`src/rtl/hamming_codec_arbiter_if.sv`:
```
// rtl/hamming_codec_arbiter_if.sv - requester, response and codec signals of the codec arbiter
// The slave modport is the arbiter's view; the master modport is the requesters/codec side.
interface hamming_codec_arbiter_if;
    logic       a_valid;
    logic       b_valid;
    logic       a_mode;
    logic       b_mode;
    logic [7:0] a_data;
    logic [7:0] b_data;
    logic       a_ready;
    logic       b_ready;
    logic       a_rsp_valid;
    logic       b_rsp_valid;
    logic       a_rsp_ready;
    logic       b_rsp_ready;
    logic [7:0] rsp_data;
    logic [1:0] rsp_err;
    logic       cdc_start;
    logic       cdc_mode;
    logic [7:0] cdc_data;
    logic       cdc_done;
    logic [7:0] cdc_result;
    logic [1:0] cdc_err;
    logic       busy;

    modport slave (
        input  a_valid, b_valid, a_mode, b_mode, a_data, b_data,
        input  a_rsp_ready, b_rsp_ready,
        input  cdc_done, cdc_result, cdc_err,
        output a_ready, b_ready, a_rsp_valid, b_rsp_valid, rsp_data, rsp_err,
        output cdc_start, cdc_mode, cdc_data, busy
    );

    modport master (
        output a_valid, b_valid, a_mode, b_mode, a_data, b_data,
        output a_rsp_ready, b_rsp_ready,
        output cdc_done, cdc_result, cdc_err,
        input  a_ready, b_ready, a_rsp_valid, b_rsp_valid, rsp_data, rsp_err,
        input  cdc_start, cdc_mode, cdc_data, busy
    );
endinterface

```
`src/rtl/hamming_codec_arbiter.sv`:
```
// rtl/hamming_codec_arbiter.sv - round-robin arbiter sharing one Hamming codec between two requesters
// One job in flight at a time: IDLE grants, ISSUE pulses the codec, WAIT times out, RESP returns the result.
module hamming_codec_arbiter #(
    parameter int unsigned TIMEOUT = 15
) (
    input  logic                          clk,
    input  logic                          rst_n,
    hamming_codec_arbiter_if.slave        bus
);
    typedef enum logic [1:0] {
        IDLE  = 2'd0,
        ISSUE = 2'd1,
        WAIT  = 2'd2,
        RESP  = 2'd3
    } state_t;

    // WAIT lasts at most TIMEOUT cycles; the counter reads TIMEOUT-1 on the last one.
    localparam logic [7:0] CNT_LAST = 8'(TIMEOUT - 1);

    state_t     state_q, state_d;
    logic       owner_q, owner_d;
    logic       last_q, last_d;
    logic       mode_q, mode_d;
    logic [7:0] data_q, data_d;
    logic [7:0] cnt_q, cnt_d;
    logic [7:0] rsp_data_q, rsp_data_d;
    logic [1:0] rsp_err_q, rsp_err_d;

    logic       any_valid;
    logic       grant_b;
    logic       sel_mode;
    logic [7:0] sel_data;
    logic       owner_rsp_ready;
    logic       in_cdc;

    // Owner/last-served encoding: 0 = A, 1 = B. B only wins a tie when A was served last.
    assign any_valid       = bus.a_valid | bus.b_valid;
    assign grant_b         = bus.b_valid & (~bus.a_valid | ~last_q);
    assign sel_mode        = grant_b ? bus.b_mode : bus.a_mode;
    assign sel_data        = grant_b ? bus.b_data : bus.a_data;
    assign owner_rsp_ready = owner_q ? bus.b_rsp_ready : bus.a_rsp_ready;
    assign in_cdc          = (state_q == ISSUE) || (state_q == WAIT);

    always_comb begin
        state_d    = state_q;
        owner_d    = owner_q;
        last_d     = last_q;
        mode_d     = mode_q;
        data_d     = data_q;
        cnt_d      = cnt_q;
        rsp_data_d = rsp_data_q;
        rsp_err_d  = rsp_err_q;

        case (state_q)
            IDLE: begin
                if (any_valid) begin
                    owner_d = grant_b;
                    mode_d  = sel_mode;
                    data_d  = sel_mode ? sel_data : {4'h0, sel_data[3:0]};
                    state_d = ISSUE;
                end
            end
            ISSUE: begin
                cnt_d   = 8'h00;
                state_d = WAIT;
            end
            WAIT: begin
                cnt_d = cnt_q + 8'h01;
                if (bus.cdc_done) begin
                    rsp_data_d = bus.cdc_result;
                    rsp_err_d  = bus.cdc_err;
                    state_d    = RESP;
                end else if (cnt_q == CNT_LAST) begin
                    rsp_data_d = 8'h00;
                    rsp_err_d  = 2'b11;
                    state_d    = RESP;
                end
            end
            RESP: begin
                if (owner_rsp_ready) begin
                    last_d  = owner_q;
                    state_d = IDLE;
                end
            end
            default: state_d = IDLE;
        endcase
    end

    always_ff @(posedge clk or negedge rst_n) begin
        if (!rst_n) begin
            state_q    <= IDLE;
            owner_q    <= 1'b0;
            last_q     <= 1'b1;
            mode_q     <= 1'b0;
            data_q     <= 8'h00;
            cnt_q      <= 8'h00;
            rsp_data_q <= 8'h00;
            rsp_err_q  <= 2'b00;
        end else begin
            state_q    <= state_d;
            owner_q    <= owner_d;
            last_q     <= last_d;
            mode_q     <= mode_d;
            data_q     <= data_d;
            cnt_q      <= cnt_d;
            rsp_data_q <= rsp_data_d;
            rsp_err_q  <= rsp_err_d;
        end
    end

    // Ready is the only combinational output; gating with rst_n keeps it low while in reset.
    assign bus.a_ready     = rst_n & (state_q == IDLE) & bus.a_valid & ~grant_b;
    assign bus.b_ready     = rst_n & (state_q == IDLE) & grant_b;
    assign bus.a_rsp_valid = (state_q == RESP) & ~owner_q;
    assign bus.b_rsp_valid = (state_q == RESP) & owner_q;
    assign bus.rsp_data    = rsp_data_q;
    assign bus.rsp_err     = rsp_err_q;
    assign bus.cdc_start   = (state_q == ISSUE);
    assign bus.cdc_mode    = in_cdc & mode_q;
    assign bus.cdc_data    = in_cdc ? data_q : 8'h00;
    assign bus.busy        = (state_q != IDLE);
endmodule

```
`src/flat_wrapper.sv`:
```
// flat-port wrapper written by rule: the top's interface ports become plain ports
module hamming_codec_arbiter_flat 
#(
    parameter int unsigned TIMEOUT = 15
)
  (clk, rst_n, bus_a_valid, bus_b_valid, bus_a_mode, bus_b_mode, bus_a_data, bus_b_data, bus_a_rsp_ready, bus_b_rsp_ready, bus_cdc_done, bus_cdc_result, bus_cdc_err, bus_a_ready, bus_b_ready, bus_a_rsp_valid, bus_b_rsp_valid, bus_rsp_data, bus_rsp_err, bus_cdc_start, bus_cdc_mode, bus_cdc_data, bus_busy);
  hamming_codec_arbiter_if bus_i ();
  input  logic clk;
  input  logic rst_n;
  input wire logic [$bits(bus_i.a_valid)-1:0] bus_a_valid;
  input wire logic [$bits(bus_i.b_valid)-1:0] bus_b_valid;
  input wire logic [$bits(bus_i.a_mode)-1:0] bus_a_mode;
  input wire logic [$bits(bus_i.b_mode)-1:0] bus_b_mode;
  input wire logic [$bits(bus_i.a_data)-1:0] bus_a_data;
  input wire logic [$bits(bus_i.b_data)-1:0] bus_b_data;
  input wire logic [$bits(bus_i.a_rsp_ready)-1:0] bus_a_rsp_ready;
  input wire logic [$bits(bus_i.b_rsp_ready)-1:0] bus_b_rsp_ready;
  input wire logic [$bits(bus_i.cdc_done)-1:0] bus_cdc_done;
  input wire logic [$bits(bus_i.cdc_result)-1:0] bus_cdc_result;
  input wire logic [$bits(bus_i.cdc_err)-1:0] bus_cdc_err;
  output wire logic [$bits(bus_i.a_ready)-1:0] bus_a_ready;
  output wire logic [$bits(bus_i.b_ready)-1:0] bus_b_ready;
  output wire logic [$bits(bus_i.a_rsp_valid)-1:0] bus_a_rsp_valid;
  output wire logic [$bits(bus_i.b_rsp_valid)-1:0] bus_b_rsp_valid;
  output wire logic [$bits(bus_i.rsp_data)-1:0] bus_rsp_data;
  output wire logic [$bits(bus_i.rsp_err)-1:0] bus_rsp_err;
  output wire logic [$bits(bus_i.cdc_start)-1:0] bus_cdc_start;
  output wire logic [$bits(bus_i.cdc_mode)-1:0] bus_cdc_mode;
  output wire logic [$bits(bus_i.cdc_data)-1:0] bus_cdc_data;
  output wire logic [$bits(bus_i.busy)-1:0] bus_busy;
  assign bus_i.a_valid = bus_a_valid;
  assign bus_i.b_valid = bus_b_valid;
  assign bus_i.a_mode = bus_a_mode;
  assign bus_i.b_mode = bus_b_mode;
  assign bus_i.a_data = bus_a_data;
  assign bus_i.b_data = bus_b_data;
  assign bus_i.a_rsp_ready = bus_a_rsp_ready;
  assign bus_i.b_rsp_ready = bus_b_rsp_ready;
  assign bus_i.cdc_done = bus_cdc_done;
  assign bus_i.cdc_result = bus_cdc_result;
  assign bus_i.cdc_err = bus_cdc_err;
  assign bus_a_ready = bus_i.a_ready;
  assign bus_b_ready = bus_i.b_ready;
  assign bus_a_rsp_valid = bus_i.a_rsp_valid;
  assign bus_b_rsp_valid = bus_i.b_rsp_valid;
  assign bus_rsp_data = bus_i.rsp_data;
  assign bus_rsp_err = bus_i.rsp_err;
  assign bus_cdc_start = bus_i.cdc_start;
  assign bus_cdc_mode = bus_i.cdc_mode;
  assign bus_cdc_data = bus_i.cdc_data;
  assign bus_busy = bus_i.busy;
  hamming_codec_arbiter #(.TIMEOUT(TIMEOUT)) u_core (.clk(clk), .rst_n(rst_n), .bus(bus_i));
endmodule
```
`config.mk`:
```
export PLATFORM = sky130hd
export DESIGN_NAME = hamming_codec_arbiter_flat
export DESIGN_NICKNAME = d
export VERILOG_FILES = /design/src/rtl/hamming_codec_arbiter_if.sv /design/src/rtl/hamming_codec_arbiter.sv /design/src/flat_wrapper.sv
export SDC_FILE = /design/constraint.sdc
export NUM_CORES = 1
export LEC_CHECK = 0
export CAP_MARGIN = 20
export CORE_UTILIZATION = 44
export DETAILED_ROUTE_END_ITERATION = 8
export PLACE_DENSITY = 0.8
export SLEW_MARGIN = 20
export SYNTH_ARGS = -nofsm -noshare
export SYNTH_HDL_FRONTEND = slang
export SYNTH_SLANG_ARGS = --single-unit
export TNS_END_PERCENT = 10
```
`constraint.sdc`:
```
create_clock -name clk -period 2.27 [get_ports clk]
set_clock_uncertainty 0.15 [all_clocks]
set_input_delay 0.3405 -clock clk [delete_from_list [all_inputs] [get_ports clk]]
set_output_delay 0.3405 -clock clk [all_outputs]
set_load 0.05 [all_outputs]
```
=== After elaboration in Yosys (flattened, before gate mapping) ===
Index checks and enable logic that the tools add are counted.

* Bits in registers: 31
* Output and inout port bits: 25
* Logic and storage cells: 53

* Add/sub/neg operators: 1
* Equality and inequality tests: 7
* Multiplexer cells: 14
* Bitwise gates (word level): 14
* Reduce and logical (&&, ||, !) cells: 9

{| class="wikitable"
|+ Operator list
! cell !! count
|-
| $mux 8 || 5
|-
| $pmux 8 s2 || 1
|-
| $mux 2 || 5
|-
| $add 8x1->8 const B || 1
|-
| $and 1x1->1 || 8
|-
| $eq 8x4->1 const B || 1
|-
| $pmux 2 s4 || 1
|-
| $reduce_and 2->1 || 3
|-
| $reduce_bool 2->1 || 3
|-
| $eq 2x2->1 const B || 2
|-
| $ne 2x1->1 const B || 2
|-
| $not 1->1 || 4
|-
| $ne 3x3->1 const B || 1
|-
| $reduce_and 3->1 || 1
|-
| $eq 2x1->1 const B || 1
|-
| $logic_not 2->1 || 1
|-
| $mux 1 || 2
|-
| $or 1x1->1 || 2
|-
| $logic_or 1x1->1 || 1
|}

=== Longest topological paths before layout ===
Gate-level depths: netlist of run 1.

* Depth after elaboration: 5
* Gate-level depth with buffers: 7
* Gate-level depth less buffers: 6

=== Worst setup path before layout of run 1 ===
No wires, ideal clock.

* Path type: reg-to-output
* Start: register u_core.state_q[0]
* End: output bus_a_ready
* Data arrival time: 1.443 ns
* Required time: 1.780 ns
* Slack: 0.336 ns
* Stages on the path, launching flop included: 5
* Cell sequence: dfrtp_1 -> inv_1 -> ha_1 -> nand3_1 -> nor2_1

* Word-level cells in the longest chain between the ends: 4

{| class="wikitable"
|+ Ends and longest elaborated chain
! what !! line !! text
|-
| from (decl) || hamming_codec_arbiter.sv:20 || <nowiki>state_t state_q, state_d;</nowiki>
|-
| from (signal assigned) || hamming_codec_arbiter.sv:100 || <nowiki>state_q <= state_d;</nowiki>
|-
| $logic_not 2->1 || hamming_codec_arbiter.sv:112 || <nowiki>assign bus.a_ready = rst_n & (state_q == IDLE) & bus.a_valid & ~grant_b;</nowiki>
|-
| $and 1x1->1 (3 in series) || hamming_codec_arbiter.sv:112 ||
|-
| to (decl) || flat_wrapper.sv:21 || <nowiki>output wire logic [$bits(bus_i.a_ready)-1:0] bus_a_ready;</nowiki>
|}

Every way passes these cells.

=== Final worst setup path of run 1 ===
* Start: register u_core.state_q[0]
* End: output bus_cdc_data[2]

* Word-level cells in the longest chain between the ends: 3
* Elaborated cells between the ends (all ways): 4

{| class="wikitable"
|+ Ends and longest elaborated chain
! what !! line !! text
|-
| $eq 2x1->1 / $eq 2x2->1 (equally long branches) || hamming_codec_arbiter.sv:42 || <nowiki>assign in_cdc = (state_q == ISSUE) || (state_q == WAIT);</nowiki>
|-
| $logic_or 1x1->1 (*) || hamming_codec_arbiter.sv:42 ||
|-
| $mux 8 (*) || hamming_codec_arbiter.sv:120 || <nowiki>assign bus.cdc_data = in_cdc ? data_q : 8'h00;</nowiki>
|-
| to (decl) || flat_wrapper.sv:29 || <nowiki>output wire logic [$bits(bus_i.cdc_data)-1:0] bus_cdc_data;</nowiki>
|}

Mark *: on every way between the ends. The rest lies on a longest branch, timed or not.

==> results of run 1 <==
==> cells in the mapped netlist (all sizes together), types with 3 or more instances <==
cell type,number,area share [%]
dfrtp,30,47
o21ai,14,4.4
nand2,16,3.7
nand3,4,1.2
clkbuf,3,0.70
and3,5,1.9
and2,11,4.3
nor2,8,1.9
buf,4,1.7
mux2i,11,6.9
a21oi,6,2.1
ha,7,5.5
a22o,9,4.9
inv,9,2.1
==> metrics by stage <==
step / hold slack (ns) / cells / utilization, % / setup WS (ns) / cell area [sq um]
2_1_floorplan: -0.105 / 158 / - / 0.336 / 1610
6_report: 0.335 / 268 / 70.3 / 0.163 / 2400
3_3_place_gp: 0.305 / 260 / 68.6 / 0.311 / 2340
4_1_cts: 0.327 / 268 / 70.2 / 0.0708 / 2400
5_1_grt: 0.355 / 268 / 70.3 / 0.0522 / 2400
3_5_place_dp: 0.317 / 260 / 68.6 / 0.211 / 2340
==> worst max-delay path, stage by stage, from the launching register on <==
cell and delay, ns:
dfrtp_1 0.40, inv_1 0.10, ha_2 0.42, and2_1 0.21, buf_12 0.15
==> sequential cells by signal, summed over array words and instances, names as in the netlist <==
signal	flops
u_core.bus.rsp_data	8
u_core.cnt_q	8
u_core.data_q	8
u_core.bus.rsp_err	2
u_core.state_q	2
u_core.last_q	1
u_core.mode_q	1
u_core.owner_q	1
==> kinds of logic (layout without fill, tap and decap cells) <==
| family | Yosys count | in the layout | synth area share, % |
|---|---|---|---|
| AO/OA/AOI/OAI | 36 | 36 | 15.0 |
| XOR/XNOR | 2 | 2 | 1.09 |
| adder cells (fa/ha/maj) | 7 | 7 | 5.46 |
| buffers and inverters | 16 | 80 | 4.52 |
| flip-flops | 31 | 31 | 48.4 |
| multiplexers | 12 | 12 | 7.56 |
| AND/OR/NAND/NOR | 54 | 54 | 17.9 |
==> power breakdown <==
part / internal, uW / total (uW) / switching, uW
Sequential: 762 / 894 / 132
Clock: 115 / 308 / 193
Combinational: 928 / 2240 / 1310
==> cell type report <==
cell class / count / area (sq um)
Fill cell: 276 / 1020
Sequential cell: 31 / 777
Multi-Input combinational cell: 111 / 758
Timing Repair Buffer: 63 / 721
Tap cell: 46 / 57.6
Clock buffer: 5 / 37.5
Inverter: 9 / 33.8
Clock inverter: 3 / 15.0
==> worst paths after layout <==
kind	to	slack [ns]
setup / recovery	bus_cdc_data[2]	0.16
hold / removal	u_core.data_q[4]	0.34
setup reg to reg	u_core.state_q[1]	0.47
hold reg to reg	u_core.data_q[2]	0.34
max in group asynchronous	u_core.last_q	1.32
min in group clk	u_core.data_q[2]	0.34
==> layer usage <==
| layer | wire length, microns | up-vias | track usage, % |
|---|---|---|---|
| li1 | - | 673 | - |
| met1 | 1490 | 617 | 24.2 |
| met2 | 1730 | 54 | 34.0 |
| met3 | 240 | 5 | 6.39 |
| met4 | 59 | 0 | 9.59 |
| met5 | 0 | - | 0 |
==> placed cells by master, fill, tap and decap left out, types with 3 or more instances in the layout <==
cell type / instances
buf_4: 8
buf_12: 11
clkdlybuf4s50_1: 44
mux2i_1: 11
a21oi_1: 5
o21ai_0: 9
and3_1: 5
clkbuf_4: 5
a22o_1: 9
inv_1: 9
clkinv_2: 3
ha_1: 6
and2_1: 11
nor2_1: 8
o21ai_1: 5
nand2_1: 16
dfrtp_1: 30
nand3_1: 4
==> results.txt, run 1 <==
status = finished, final reports clean
post-CTS setup repair buffer count = 0
Fmax = 475 MHz
core area = 3420 sq um
depth of the CTS H-tree = 2
Worst Max-Slew Pin Slew = 0.497 ns
DRC = 0
first-pass GRT wire length = 6130 microns
critical path class = reg2out
Synth Net Count = 200
remaining global-route overflow = 0
Slew Limit Fails = 0
Die ar. = 3890 sq um
Data required, critical path = 1.78 ns
CP Data Arrival Time = 1.62 ns
crit path max fanout = 11
CTS max path bufs = 2
cts repair resizes = 0
drt wl/cell = 13.1 microns
die width = 62.4 microns
worst rel slew slack = 66.8%
vias = 1349
RSZ-0062 raised after global routing = false
synth-to-layout area growth = 49.5%
Starting Density = 47.0%
HPWL after DPL = 2660 microns
TritonCTS Buffers = 5
crit path launch = u_core.state_q[0]
Die Y = 62.4 microns
Hold Path Class = in2async
Yosys warning count = 0
WL final = 3520 microns
CTS Hold Bufs = 0
number of flops mapped to enable cells by yosys = 0
cells after synthesis = 158
final setup violation count = 0
reg2reg start = u_core.state_q[0]
remaining antenna violation count = 0
post-layout min period = 2.11 ns
Ports = 60
Seq cells post-synth = 31
global-route usage over all layers = 20.5%
Post-Syn Area = 1610 sq um
layout cell share with drive strength beyond 1 = 15.3%
Critical Path Start Type = flip-flop
vias in the first global route = 1382
static leakage = 0.00111 uW
VDD IR-drop max = 0.865 mV
FF-to-FF path depth = 5
Final Net Count = 263
via-per-instance ratio = 5.03
CTS clk-pin slew, worst paths = 0.10 ns
antenna violations before repair = 0
Final Hold Fails = 0
CTS tree = done
# Max-Cap Violations = 0
Mapped Avg Cell Area = 10.2 sq um
synth unique cells = 35
port bufs = 59
async set-reset flop share out of synthesis = 100%
Placer Congestion = 0.732
std cell rows = 21
Total Neg Setup Slack = 0 ns
largest net degree at the start of global routing = 32
ant diodes = 0
initial DRC count = 56
Top FF cell, synth = dfrtp_1
crit end category = output pin
power per cell area = 1430 nW/um^2
crit share post-route = 92.8%
post-synthesis sequential area ratio = 48.4%
Clock Latency Late Sink = 0.33 ns
clk root buf = clkbuf_4
Pre-antenna DRT Iters = 5
Total Power = 3440 uW
CTS Sinks = 31
No activity file was read; power rests on OpenSTA's default activity.
==> inputs of run 2 (changes only) <==
GPL_TIMING_DRIVEN = 0   (was default)
==> results.txt, run 2 (synthesis gave the netlist of run 1 again) <==
status = finished, final reports clean
power per cell area = 1400 nW/um^2
Total Neg Setup Slack = 0 ns
vias = 1397
post-layout min period = 2.20 ns
Starting Density = 47.0%
largest net degree at the start of global routing = 31
Die ar. = 3890 sq um
r2r setup slk = 0.43 ns
Clock Latency Late Sink = 0.34 ns
VDD IR-drop max = 0.815 mV
most frequent cells in the layout = 43 x clkdlybuf4s50_1, 30 x dfrtp_1, 16 x nand2_1
critical path class = in2out
Top Layer Used = met4
clk root buf = clkbuf_4
DRC = 0
antenna violations before repair = 0
CTS clk-pin slew, worst paths = 0.10 ns
std cell rows = 21
initial DRC count = 42
synth-to-layout area growth = 45.5%
Die Y = 62.4 microns
Pre-antenna DRT Iters = 4
RSZ-0062 raised after global routing = false
Fmax = 454 MHz
WL final = 3590 microns
Placer Congestion = 0.743
worst rel slew slack = 66.3%
CTS tree = done
Critical Path Start Type = input pin
die width = 62.4 microns
routed wl met3 = 258 microns
Final Hold Fails = 0
met2 WL post-DR = 1770 microns
WL met1 = 1520 microns
crit path max fanout = 10
layout cell share with drive strength beyond 1 = 14.0%
CTS Sinks = 31
CTS max path bufs = 2
TritonCTS Buffers = 5
Final Net Count = 269
remaining global-route overflow = 0
Final Non-Filler Cells = 274
crit share post-route = 96.9%
commonest non-fill, non-tap cell in the layout = clkdlybuf4s50_1
HPWL after DPL = 2630 microns
ant diodes = 0
final worst setup slack = 0.0697 ns
# Max-Cap Violations = 0
remaining antenna violation count = 0
Hold Path Class = reg2reg
port bufs = 59
Worst Max-Slew Pin Slew = 0.504 ns
Slew Limit Fails = 0
Data required, critical path = 1.78 ns
Cell Count Post-Placement = 263
vias in the first global route = 1380
Total Power = 3270 uW
depth of the CTS H-tree = 2
drt wl/cell = 13.1 microns
final setup violation count = 0
core area = 3420 sq um
Ports = 60
first-pass GRT wire length = 6010 microns
CP Data Arrival Time = 1.71 ns
global-route usage over all layers = 20.0%
via-per-instance ratio = 5.10
static leakage = 0.00111 uW
crit end category = output pin
worst slack at placement = -0.509 ns
[run 2: routing by layer]
layer,global-route usage (%),vias up
met5,0,-
met4,7.85,0
met3,7.85,5
met2,33.2,52
met1,23.1,658
li1,-,682
[run 2: layout make-up]
class / count / area, sq um
tap: 46 / 57.6
multi-input combinational: 111 / 768
buffer: 7 / 46.3
sequential: 31 / 777
inverter: 9 / 33.8
clock buffer: 7 / 45.0
clock inverter: 1 / 5.00
timing repair buffer: 62 / 603
fill: 266 / 1080
[run 2: metrics by stage]
stage | cell area (sq um) | util, % | hold WS [ns]
2_1_floorplan | 1610 | - | -0.105
3_3_place_gp | 2250 | 66.0 | 0.301
3_5_place_dp | 2250 | 65.8 | 0.282
4_1_cts | 2290 | 67.1 | 0.333
5_1_grt | 2340 | 68.4 | 0.380
6_report | 2340 | 68.4 | 0.329
[run 2: worst paths after layout]
check / from / to / depth (start not counted)
min in group asynchronous: rst_n / u_core.last_q / 2
worst min-delay path: u_core.mode_q / u_core.mode_q / 2
max in group asynchronous: rst_n / u_core.data_q[1] / 3
worst min register to register: u_core.mode_q / u_core.mode_q / 2
worst max-delay path: bus_b_valid / bus_b_ready / 5
worst max register to register: u_core.state_q[0] / u_core.bus.rsp_data[6] / 6
[run 2: power breakdown]
group          internal [uW]  switching (uW)
Combinational            775            1300
Sequential               762             130
Clock                    120             186
Total                   1660            1610
[run 2: critical path, stage by stage]
cell and delay (ns):
clkdlybuf4s50_1 0.49, a21boi_2 0.24, buf_4 0.24, and3_1 0.17, clkbuf_4 0.22
[run 2: timing repair]
item,4_1_cts,5_1_grt
endpoints found under the hold margin,30,0
hold buffers,2,0
buffers inserted,0,1
gates resized for setup,70,11
endpoints found under the setup margin,15,12
==> inputs of run 3 (changes only) <==
SKIP_CTS_REPAIR_TIMING = 1   (was default)
==> results.txt, run 3 (synthesis gave the netlist of run 1 again) <==
layout cell share with drive strength beyond 1 = 13.7%
vias in the first global route = 1384
dpl cell area = 2250 sq um
Starting Density = 47.0%
core area = 3420 sq um
Comb power frac = 63.2%
most frequent cells in the layout = 43 x clkdlybuf4s50_1, 30 x dfrtp_1, 16 x nand2_1
std cell rows = 21
global-route usage over all layers = 19.9%
HPWL after DPL = 2630 microns
Final Non-Filler Cells = 273
drt wl/cell = 13.1 microns
Pint = 1650 uW
largest net degree at the start of global routing = 34
Placer Congestion = 0.743
Worst Hold Endpoint = u_core.mode_q
Clock Latency Late Sink = 0.34 ns
hold_sp = u_core.mode_q
WL final = 3580 microns
Critical Path Start Type = input pin
crit share post-route = 96.8%
r2r setup slk = 0.43 ns
FF-to-FF path depth = 6
Die Y = 62.4 microns
Data required, critical path = 1.78 ns
commonest non-fill, non-tap cell in the layout = clkdlybuf4s50_1
Total Neg Setup Slack = 0 ns
Die ar. = 3890 sq um
worst rel slew slack = 66.3%
initial DRC count = 54
remaining antenna violation count = 0
Ports = 60
Final Hold Fails = 0
via-per-instance ratio = 5.11
CTS max path bufs = 2
first-pass GRT wire length = 6000 microns
final setup violation count = 0
# Max-Cap Violations = 0
Fmax = 455 MHz
worst hold stages = 2
reg-to-reg endpoint = u_core.bus.rsp_data[6]
worst slack at placement = -0.509 ns
CTS tree = done
static leakage = 0.00114 uW
ant diodes = 0
port bufs = 59
Final Net Count = 268
depth of the CTS H-tree = 2
cell area after layout = 2340 sq um
VDD IR-drop max = 0.891 mV
Hold Path Class = reg2reg
TritonCTS Buffers = 5
sw frac = 49.3%
crit path max fanout = 10
antenna violations before repair = 0
Slew Limit Fails = 0
Seq pwr share = 27.4%
post-layout min period = 2.20 ns
final core utilization = 68.4%
reg2reg start = u_core.state_q[0]
critical path class = in2out
crit end category = output pin
final worst setup slack = 0.0733 ns
clock power share = 9.3%
status = finished, final reports clean
die width = 62.4 microns
remaining global-route overflow = 0
switching pwr = 1600 uW
vias = 1395
power per cell area = 1390 nW/um^2
CP Data Arrival Time = 1.71 ns
Cell Count Post-Placement = 263
Pre-antenna DRT Iters = 6
DRC = 0
Worst Max-Slew Pin Slew = 0.504 ns
clk root buf = clkbuf_4
CTS clk-pin slew, worst paths = 0.10 ns
synth-to-layout area growth = 45.5%
CTS Sinks = 31
## run 3: cell types whose count changed in the layout (fill, tap and decap cells not counted), sizes merged
cell / change
dlygate4sd2: -4
buf: -6
clkbuf: +5
dlymetal6s2s: +4
## run 3: through the flow
stage | hold WS (ns) | power (uW)
CTS | -0.0900 | 3240
global placement | 0.301 | 2880
finish | 0.329 | 3250
global route | 0.380 | 3480
floorplan | -0.105 | 2270
detailed placement | 0.282 | 2920
## run 3: power groups by stage
stage          logic (uW)  clock network (uW)  registers, uW
2_1_floorplan        1110                   0           1160
3_5_place_dp         2010                   0            906
3_3_place_gp         1990                   0            889
5_1_grt              2210                 347            925
6_report             2060                 303            892
4_1_cts              2030                 317            895
## run 3: worst max-delay path: stages
cell	delay, ns
clkdlybuf4s50_1	0.49
a21boi_2	0.24
buf_4	0.24
and3_1	0.17
clkbuf_4	0.22
## run 3: cell type report
cell class	count	area [sq um]
clock buffer	7	45.0
clock inverter	1	5.00
multi-input combinational	111	768
timing repair buffer	61	603
tap	46	57.6
inverter	9	33.8
fill	267	1080
sequential	31	777
buffer	7	46.3
## run 3: worst max-delay path by stage
stage	from	to	slack, ns
after floorplan	u_core.state_q[0]	bus_a_ready	0.34
after global placement	rst_n	bus_b_ready	-1.19
after detailed placement	bus_b_valid	bus_b_ready	-0.51
after CTS	u_core.state_q[0]	bus_cdc_data[7]	-0.74
after global routing	u_core.state_q[0]	bus_cdc_data[1]	-0.0002
final	bus_b_valid	bus_b_ready	0.07
## run 3: per-layer routing
layer	GRT usage (%)	vias to the layer above	routed length, microns
met1	23.0	657	1500
li1	-	680	-
met4	7.85	0	50
met2	32.6	53	1760
met5	0	-	0
met3	8.21	5	260
